--- src/rtl/pixel_writer_if.sv ---
// SRAM write port between pixel_writer (master) and the shared framebuffer arbiter (slave).
// mem_req is held until mem_grant; mem_we pulses for one cycle with mem_addr/mem_wdata stable.
interface pixel_writer_if #(
    parameter int ADDR_W  = 19,
    parameter int COLOR_W = 4
);
    logic               mem_req;
    logic               mem_grant;
    logic               mem_we;
    logic [ADDR_W-1:0]  mem_addr;
    logic [COLOR_W-1:0] mem_wdata;

    modport master (
        output mem_req,
        output mem_we,
        output mem_addr,
        output mem_wdata,
        input  mem_grant
    );

    modport slave (
        input  mem_req,
        input  mem_we,
        input  mem_addr,
        input  mem_wdata,
        output mem_grant
    );
endinterface

--- src/rtl/pixel_writer.sv ---
// Pixel FIFO + SRAM write sequencer for the rasteriser stream; PIXEL_WRITER_CLIP_EN drops off-screen pixels.
// Latency: accept at edge N -> mem_req after N+1, mem_we after N+2 (grant high), idle after N+3.
// Backpressure: ready low while the FIFO is full; mem_grant may stall indefinitely.
module pw_fifo #(
    parameter int W     = 8,
    parameter int DEPTH = 8
) (
    input  logic                   clk,
    input  logic                   reset,
    input  logic                   push,
    input  logic [W-1:0]           push_dat,
    input  logic                   pop,
    output logic [W-1:0]           head_dat,
    output logic [$clog2(DEPTH):0] count
);
    localparam int AW = $clog2(DEPTH);

    logic [W-1:0]  store [DEPTH];
    logic [AW-1:0] wr_ptr;
    logic [AW-1:0] rd_ptr;

    always_ff @(posedge clk) begin
        if (push) store[wr_ptr] <= push_dat;
    end

    // Pointers wrap naturally because DEPTH is a power of two.
    always_ff @(posedge clk) begin
        if (reset) begin
            wr_ptr <= '0;
            rd_ptr <= '0;
            count  <= '0;
        end else begin
            if (push) wr_ptr <= wr_ptr + 1'b1;
            if (pop)  rd_ptr <= rd_ptr + 1'b1;
            case ({push, pop})
                2'b10:   count <= count + 1'b1;
                2'b01:   count <= count - 1'b1;
                default: count <= count;
            endcase
        end
    end

    assign head_dat = store[rd_ptr];
endmodule

module pixel_writer #(
    parameter int WIDTH      = 640,
    parameter int HEIGHT     = 480,
    parameter int ADDR_W     = 19,
    parameter int COLOR_W    = 4,
    parameter int FIFO_DEPTH = 8
) (
    input  logic               clk,
    input  logic               reset,
    input  logic               plot,
    input  logic [9:0]         x,
    input  logic [9:0]         y,
    input  logic [COLOR_W-1:0] color,
    output logic               ready,
    pixel_writer_if.master     mem,
    output logic               idle,
`ifdef PIXEL_WRITER_CLIP_EN
    output logic               clipped,
`endif
    output logic [19:0]        pixel_count
);
    localparam int CNT_W = $clog2(FIFO_DEPTH) + 1;

    typedef struct packed {
        logic [ADDR_W-1:0]  addr;
        logic [COLOR_W-1:0] color;
    } pix_t;

    typedef enum logic [1:0] {S_IDLE, S_REQ, S_WRITE} state_t;

    if (FIFO_DEPTH < 2 || (FIFO_DEPTH & (FIFO_DEPTH - 1)) != 0 || HEIGHT < 1 || WIDTH < 1)
    begin : g_bad_param
        $error("pixel_writer: FIFO_DEPTH must be a power of two >= 2, WIDTH/HEIGHT >= 1");
    end

    state_t           state;
    state_t           next_state;
    logic             pop;
    logic             accept;
    logic             push;
    pix_t             push_pix;
    pix_t             head_pix;
    logic [CNT_W-1:0] fifo_count;

    assign ready  = (fifo_count != CNT_W'(FIFO_DEPTH));
    assign accept = plot && ready;

    // Arithmetic done modulo 2^ADDR_W, which equals truncating the full product.
    assign push_pix.addr  = ADDR_W'(y) * ADDR_W'(WIDTH) + ADDR_W'(x);
    assign push_pix.color = color;

`ifdef PIXEL_WRITER_CLIP_EN
    logic off_screen;
    assign off_screen = (int'(x) >= WIDTH) || (int'(y) >= HEIGHT);
    assign push       = accept && !off_screen;

    always_ff @(posedge clk) begin
        if (reset) clipped <= 1'b0;
        else       clipped <= accept && off_screen;
    end
`else
    assign push = accept;
`endif

    pw_fifo #(
        .W     ($bits(pix_t)),
        .DEPTH (FIFO_DEPTH)
    ) u_fifo (
        .clk      (clk),
        .reset    (reset),
        .push     (push),
        .push_dat (push_pix),
        .pop      (pop),
        .head_dat (head_pix),
        .count    (fifo_count)
    );

    always_ff @(posedge clk) begin
        if (reset) state <= S_IDLE;
        else       state <= next_state;
    end

    always_comb begin
        next_state = state;
        pop        = 1'b0;
        case (state)
            S_IDLE: begin
                if (fifo_count != '0) begin
                    pop        = 1'b1;
                    next_state = S_REQ;
                end
            end
            S_REQ:   if (mem.mem_grant) next_state = S_WRITE;
            S_WRITE: next_state = S_IDLE;
            default: next_state = S_IDLE;
        endcase
    end

    // Address/data are captured on pop and held through REQ and WRITE.
    always_ff @(posedge clk) begin
        if (reset) begin
            mem.mem_addr  <= '0;
            mem.mem_wdata <= '0;
        end else if (pop) begin
            mem.mem_addr  <= head_pix.addr;
            mem.mem_wdata <= head_pix.color;
        end
    end

    always_ff @(posedge clk) begin
        if (reset)                 pixel_count <= '0;
        else if (state == S_WRITE) pixel_count <= pixel_count + 20'd1;
    end

    assign mem.mem_req = (state == S_REQ);
    assign mem.mem_we  = (state == S_WRITE);
    assign idle        = (state == S_IDLE) && (fifo_count == '0) && !accept;
endmodule

--- src/flat_wrapper.sv ---
// flat-port wrapper written by rule: the top's interface ports become plain ports
module pixel_writer_flat 
#(
    parameter int WIDTH      = 640,
    parameter int HEIGHT     = 480,
    parameter int ADDR_W     = 19,
    parameter int COLOR_W    = 4,
    parameter int FIFO_DEPTH = 8
)
  (clk, reset, plot, x, y, color, ready, idle, pixel_count, mem_mem_req, mem_mem_we, mem_mem_addr, mem_mem_wdata, mem_mem_grant);
  pixel_writer_if #(.ADDR_W(ADDR_W), .COLOR_W(COLOR_W)) mem_i ();
  input  logic clk;
  input  logic reset;
  input  logic plot;
  input  logic [9:0] x;
  input  logic [9:0] y;
  input  logic [COLOR_W-1:0] color;
  output logic ready;
  output logic idle;
  output logic [19:0] pixel_count;
  output wire logic [$bits(mem_i.mem_req)-1:0] mem_mem_req;
  output wire logic [$bits(mem_i.mem_we)-1:0] mem_mem_we;
  output wire logic [$bits(mem_i.mem_addr)-1:0] mem_mem_addr;
  output wire logic [$bits(mem_i.mem_wdata)-1:0] mem_mem_wdata;
  input wire logic [$bits(mem_i.mem_grant)-1:0] mem_mem_grant;
  assign mem_mem_req = mem_i.mem_req;
  assign mem_mem_we = mem_i.mem_we;
  assign mem_mem_addr = mem_i.mem_addr;
  assign mem_mem_wdata = mem_i.mem_wdata;
  assign mem_i.mem_grant = mem_mem_grant;
  pixel_writer #(.WIDTH(WIDTH), .HEIGHT(HEIGHT), .ADDR_W(ADDR_W), .COLOR_W(COLOR_W), .FIFO_DEPTH(FIFO_DEPTH)) u_core (.clk(clk), .reset(reset), .plot(plot), .x(x), .y(y), .color(color), .ready(ready), .mem(mem_i), .idle(idle), .pixel_count(pixel_count));
endmodule
--- config.mk ---
export PLATFORM = sky130hd
export DESIGN_NAME = pixel_writer_flat
export DESIGN_NICKNAME = d
export VERILOG_FILES = /design/src/rtl/pixel_writer_if.sv /design/src/rtl/pixel_writer.sv /design/src/flat_wrapper.sv
export SDC_FILE = /design/constraint.sdc
export NUM_CORES = 1
export LEC_CHECK = 0
export ABC_AREA = 1
export CORE_AREA = 2 2 142 144
export DETAILED_ROUTE_END_ITERATION = 8
export DIE_AREA = 0 0 144 146
export PLACE_DENSITY = 0.75
export SYNTH_ARGS = -nofsm -noshare
export SYNTH_HDL_FRONTEND = slang
export SYNTH_SLANG_ARGS = --single-unit
--- constraint.sdc ---
create_clock -name clk -period 2.62 [get_ports clk]
set_clock_uncertainty 0.05 [all_clocks]
set_input_delay 0.524 -clock clk [delete_from_list [all_inputs] [get_ports clk]]
set_output_delay 0.524 -clock clk [all_outputs]
set_load 0.03 [all_outputs]
# Word level (Yosys, flattened, before mapping)
# Memory sizes are Yosys's and may differ from the RTL's. A register that Yosys moved wholly into a read port is not among the register bits.
# Index checks and enable logic that the tools add are counted.
# op_classes
n_eq_ne,7
multipliers,1
n_reduce_logical,9
muxes,8
add_sub_neg,6
# op_table
op,n
"adder 20 x 1 -> 20 bit, second input constant",1
adder 19 x 10 -> 19 bit,1
"multiplier 10 x 3 -> 12 bit, second input constant",1
one-hot mux 4 bit (2 select lines),1
"adder 3 x 1 -> 3 bit, second input constant",2
"adder 4 x 1 -> 4 bit, second input constant",1
"== test 2 x 1 -> 1 bit, second input constant",2
"== test 2 bit, second input constant",2
zero test 4 bit,1
2-to-1 mux 1 bit,4
2-to-1 mux 2 bit,2
"inequality test 2 x 1 -> 1 bit, second input constant",2
"inequality test 4 bit, second input constant",1
one-hot mux 2 bit (2 select lines),1
nonzero test 4 bit,1
"subtractor 4 x 1 -> 4 bit, second input constant",1
logical AND 1 bit,3
zero test 2 bit,1
AND reduction 2 bit,1
nonzero test 2 bit,1
zero test 1 bit,1
# word_totals
register_bits,32
elab_cells,37
mem_count,1
ramBits,184
# mem_list
name,words,width,rd,rd_clocked_by_memory_dff,write_ports,line_no,rtl
u_core.u_fifo.store,8,23,1,1,1,pixel_writer.sv:18,logic [W-1:0] store [DEPTH];

# Depth between registers and ports, before layout
# depth
word_depth,5
ltp_mapped,14
mapped_depth_nobuf,13

# Cells and area by module
# From an unflattened synthesis, not the netlist that was laid out.
# unflattened
cells_unflattened,1010
hier_area_um2,10602.7
# by_module_without_submodules
module,seq_area_each_um2,area_each_um2,instances,cells_each
pw_fifo,5785.5,7822.5,1,601
pixel_writer,900.9,2780.2,1,409

# Worst setup path before layout
# Ideal clock, no wire load.
# synth_timing
path_type,input -> register
from,input y[1]
to,memory u_core.u_fifo.store[0][20] in the netlist's numbering (data pin)
setup_time_ns,0.223
path_stages,10
slack_ns,-0.132
n_path_buf,0
arrival_time_ns,2.479
cell_sequence,ha_1 -> ha_1 -> fa_1 -> nand2_1 -> nor2_1 -> nand2_1 -> a21oi_1 -> nand3_1 -> nor2_1 -> xor2_1
# synth_lines
item,line_no,rtl
from (decl),flat_wrapper.sv:16,input logic [9:0] y;
to (decl),pixel_writer.sv:18,

==> impl_metrics.env <==
export IMPL_status="finished clean"
export IMPL_dp_final_hpwl_um=13500
export IMPL_clock_latency_ns=0.50
export IMPL_seq_area_frac_synth_pct=64.9
export IMPL_fin_crit_ns=2.47
export IMPL_cts_inserted_buffers=24
export IMPL_whs_endpoint="u_core.pixel_count[10]"
export IMPL_setup_ws_ns=0.148
export IMPL_synthMuxAreaShare_pct=0
export IMPL_worstReg2RegStart="u_core.u_fifo.count[0]"
export IMPL_fp_dieArea_um2=21000
export IMPL_initialDrtViolationCount=700
export IMPL_dp_slack_ns=-0.704
export IMPL_viasPerCell=5.40
export IMPL_syn_area_per_cell_um2=10.7
export IMPL_ant_nets=0
export IMPL_grt_max_degree=94
export IMPL_clkSlewWorstSetupHoldPaths_ns=0.06
export IMPL_placed_cell_area_um2=11600
export IMPL_start_util_pct=52.8
export IMPL_critPathArrivalTime_ns=2.66
export IMPL_ir_drop_v=0.000545
export IMPL_core_area_um2=19300
export IMPL_fin_crit_sh_pct=94.3
export IMPL_netlist_area_um2=10200
export IMPL_dr_wl_met3_um=1460
export IMPL_grt_pass1_wl_um=35100
export IMPL_port_buffers=74
export IMPL_tightest_slew_ns=0.914
export IMPL_fp_dieH_um=146
export IMPL_synthArstFlopShare_pct=0
export IMPL_dr_pass1_iters=5
export IMPL_min_delay_start="u_core.pixel_count[10]"
export IMPL_synthTopCellsByArea="edfxtp_1 54%, dfxtp_1 11%, o21ai_0 6.8%"
export IMPL_setup_viol=0
export IMPL_timing_rr_end="u_core.u_fifo.count[3]"
export IMPL_n_fill_cell=1445
export IMPL_route_vias_total=7241
export IMPL_diodes=0
export IMPL_dp_cells=1297
export IMPL_synth_edf_count=184
export IMPL_synth_compound_area_share_pct=13.6
export IMPL_yosysMostFrequentCell="edfxtp_1"
export IMPL_syn_nets=1006
export IMPL_cts_tree="built"
export IMPL_grt_usage_pct=21.1
export IMPL_drv_cap=0
export IMPL_hold_violations=0
export IMPL_slew_headroom_pct=39.0
export IMPL_synth_cells=950
export IMPL_powerDensity_nw_per_um2=898
export IMPL_wl_per_cell_um=16.4
export IMPL_synth_top_family_by_area="compound AO/OA/AOI/OAI gates"
export IMPL_yosysUniqueCellTypes=35
export IMPL_overflow=0
export IMPL_holdPathStages=2
export IMPL_ys_seq_elements=239
export IMPL_final_nets=1115
export IMPL_finalInstanceArea_um2=12400
export IMPL_r2r_setup_slack_ns=0.34
export IMPL_routedLengthMet1_um=9510
export IMPL_synth_simple_area_share_pct=12.3
export IMPL_cp_end_kind="register"
export IMPL_crit_required_ns=2.81
export IMPL_cts_buffer_depth=3
export IMPL_instances_no_fill=1342
export IMPL_fmax_ghz=0.405
export IMPL_cp_start_kind="input port"
export IMPL_worst_r2r_cell_count=13
export IMPL_rows=51
export IMPL_worstSetupPathType="input port to register"
export IMPL_htreeDepth=1
export IMPL_cts_root_buf="clkbuf_16"
export IMPL_ys_warn_count=0
export IMPL_highest_layer="met4"
export IMPL_synth_xor_area_share_pct=1.03
export IMPL_drc=0
export IMPL_power_leakage_uw=0.00450
export IMPL_io_pins=75
export IMPL_synth_adder_area_share_pct=3.65
export IMPL_rsz0062_at_grt="no"
export IMPL_yosysTopAreaCell="edfxtp_1"
export IMPL_wl_um=22000
export IMPL_cp_max_fo=8
export IMPL_grt_pass1_vias=6911
export IMPL_synthFlopType="edfxtp_1"
export IMPL_synth_top_area_share_pct=54.1
export IMPL_drv_slew=0
export IMPL_chipWidth_um=144
export IMPL_met2WireLength_um=10700
export IMPL_routabilityCongestion=0.790
export IMPL_grt_antenna_before_repair=0
export IMPL_hold_path_class="register to register"
export IMPL_final_layout_size_suffix_gt1_share_pct=12.0
export IMPL_ys_top_cells_by_count="184 x edfxtp_1, 157 x nor2_1, 139 x o21ai_0"
export IMPL_syn2layout_area_growth_pct=21.6
export IMPL_cts_sinks=239
-- per-layer routing --
layer  global-route usage (%)  vias up
met1                     28.6     3403
met3                     2.90       31
met4                     6.03        0
met2                     35.6      252
met5                        0        -
li1                         -     3555
-- cell type report --
cell class                 count  area, um2  area share, %
sequential                   239       6630           53.4
inverter                      66        248           1.99
tap                          265        332           2.67
multi-input combinational    600       3250           26.2
clock buffer                  34        699           5.63
timing repair buffer         128       1200           9.69
clock inverter                10       53.8          0.433
-- power by group --
group / leakage, uW / switching [uW] / internal, uW
registers: 0.00212 / 190 / 4530
clock network: 0.000367 / 1350 / 1860
logic: 0.00201 / 2130 / 1110
-- flip-flops by register name, indices dropped and copies added (netlist names) --
signal / cells
u_core.mem.mem_wdata: 4
u_core.u_fifo.rd_ptr: 3
u_core.mem.mem_addr: 19
u_core.pixel_count: 20
u_core.u_fifo.wr_ptr: 3
u_core.state: 2
u_core.u_fifo.count: 4
u_core.u_fifo.store: 184
-- per-stage QoR --
stage	hold WS, ns	util, %	power (uW)	TNS [ns]
global route	0.453	64.2	11700	0
CTS	0.420	63.9	11200	-0.0889
floorplan	0.406	-	6920	-0.127
finish	0.417	64.2	11200	0
detailed placement	0.410	59.9	7990	-38.21
global placement	0.399	59.9	7880	-33.61
-- layout by cell type, fill, tap and decap left out, types with 6 or more instances in the layout --
master / Yosys / final
o22ai_1: 23 / 23
clkdlybuf4s50_1: 0 / 68
o21ai_1: 15 / 15
o21ai_0: 139 / 139
inv_1: 63 / 63
clkbuf_16: 0 / 25
nand2_1: 102 / 98
a21oi_1: 51 / 50
edfxtp_1: 184 / 184
nor2_2: 2 / 12
nand3_1: 19 / 17
o211ai_1: 23 / 23
buf_4: 6 / 50
dfxtp_1: 55 / 53
nand2_2: 2 / 6
ha_1: 25 / 20
nor2_1: 157 / 146
-- kinds of logic (layout without fill, tap and decap cells) --
family / count (synthesis) / in the layout
DFF: 239 / 239
buffers and inverters: 111 / 238
AOI/OAI and AO/OA: 257 / 257
adders and majority gates: 28 / 28
xor gates and xnor gates: 12 / 12
and+or+nand+nor: 303 / 303
-- timing repair --
action	4_1_cts	5_1_grt
buffers inserted	1	0
hold buffers	0	0
pin swaps	4	5
gates resized for setup	5	14
setup endpoints to repair	48	57
hold endpoints to repair	0	0
-- how the worst max path moves through the flow --
| stage | start | end | slack [ns] |
|---|---|---|---|
| floorplan | y[1] | u_core.u_fifo.store[0][22] | -0.02 |
| global placement | y[1] | u_core.u_fifo.store[5][18] | -0.61 |
| detailed placement | y[1] | u_core.u_fifo.store[4][18] | -0.70 |
| CTS | y[4] | u_core.u_fifo.store[1][19] | -0.01 |
| global route | y[1] | u_core.u_fifo.store[0][22] | 0.01 |
| finish | y[1] | u_core.u_fifo.store[0][22] | 0.15 |
-- worst max-delay path, cell delays in order --
cell and delay, ns:
dlygate4sd2_1 0.27, ha_4 0.25, ha_4 0.16, fa_1 0.51
nand2_2 0.07, nor2_1 0.09, nand2_1 0.08, a21oi_2 0.17
nand3_2 0.10, nor2_4 0.17, nand2_1 0.07, nand2_1 0.08
nand2_2 0.10
No activity file was read; power rests on OpenSTA's default activity.
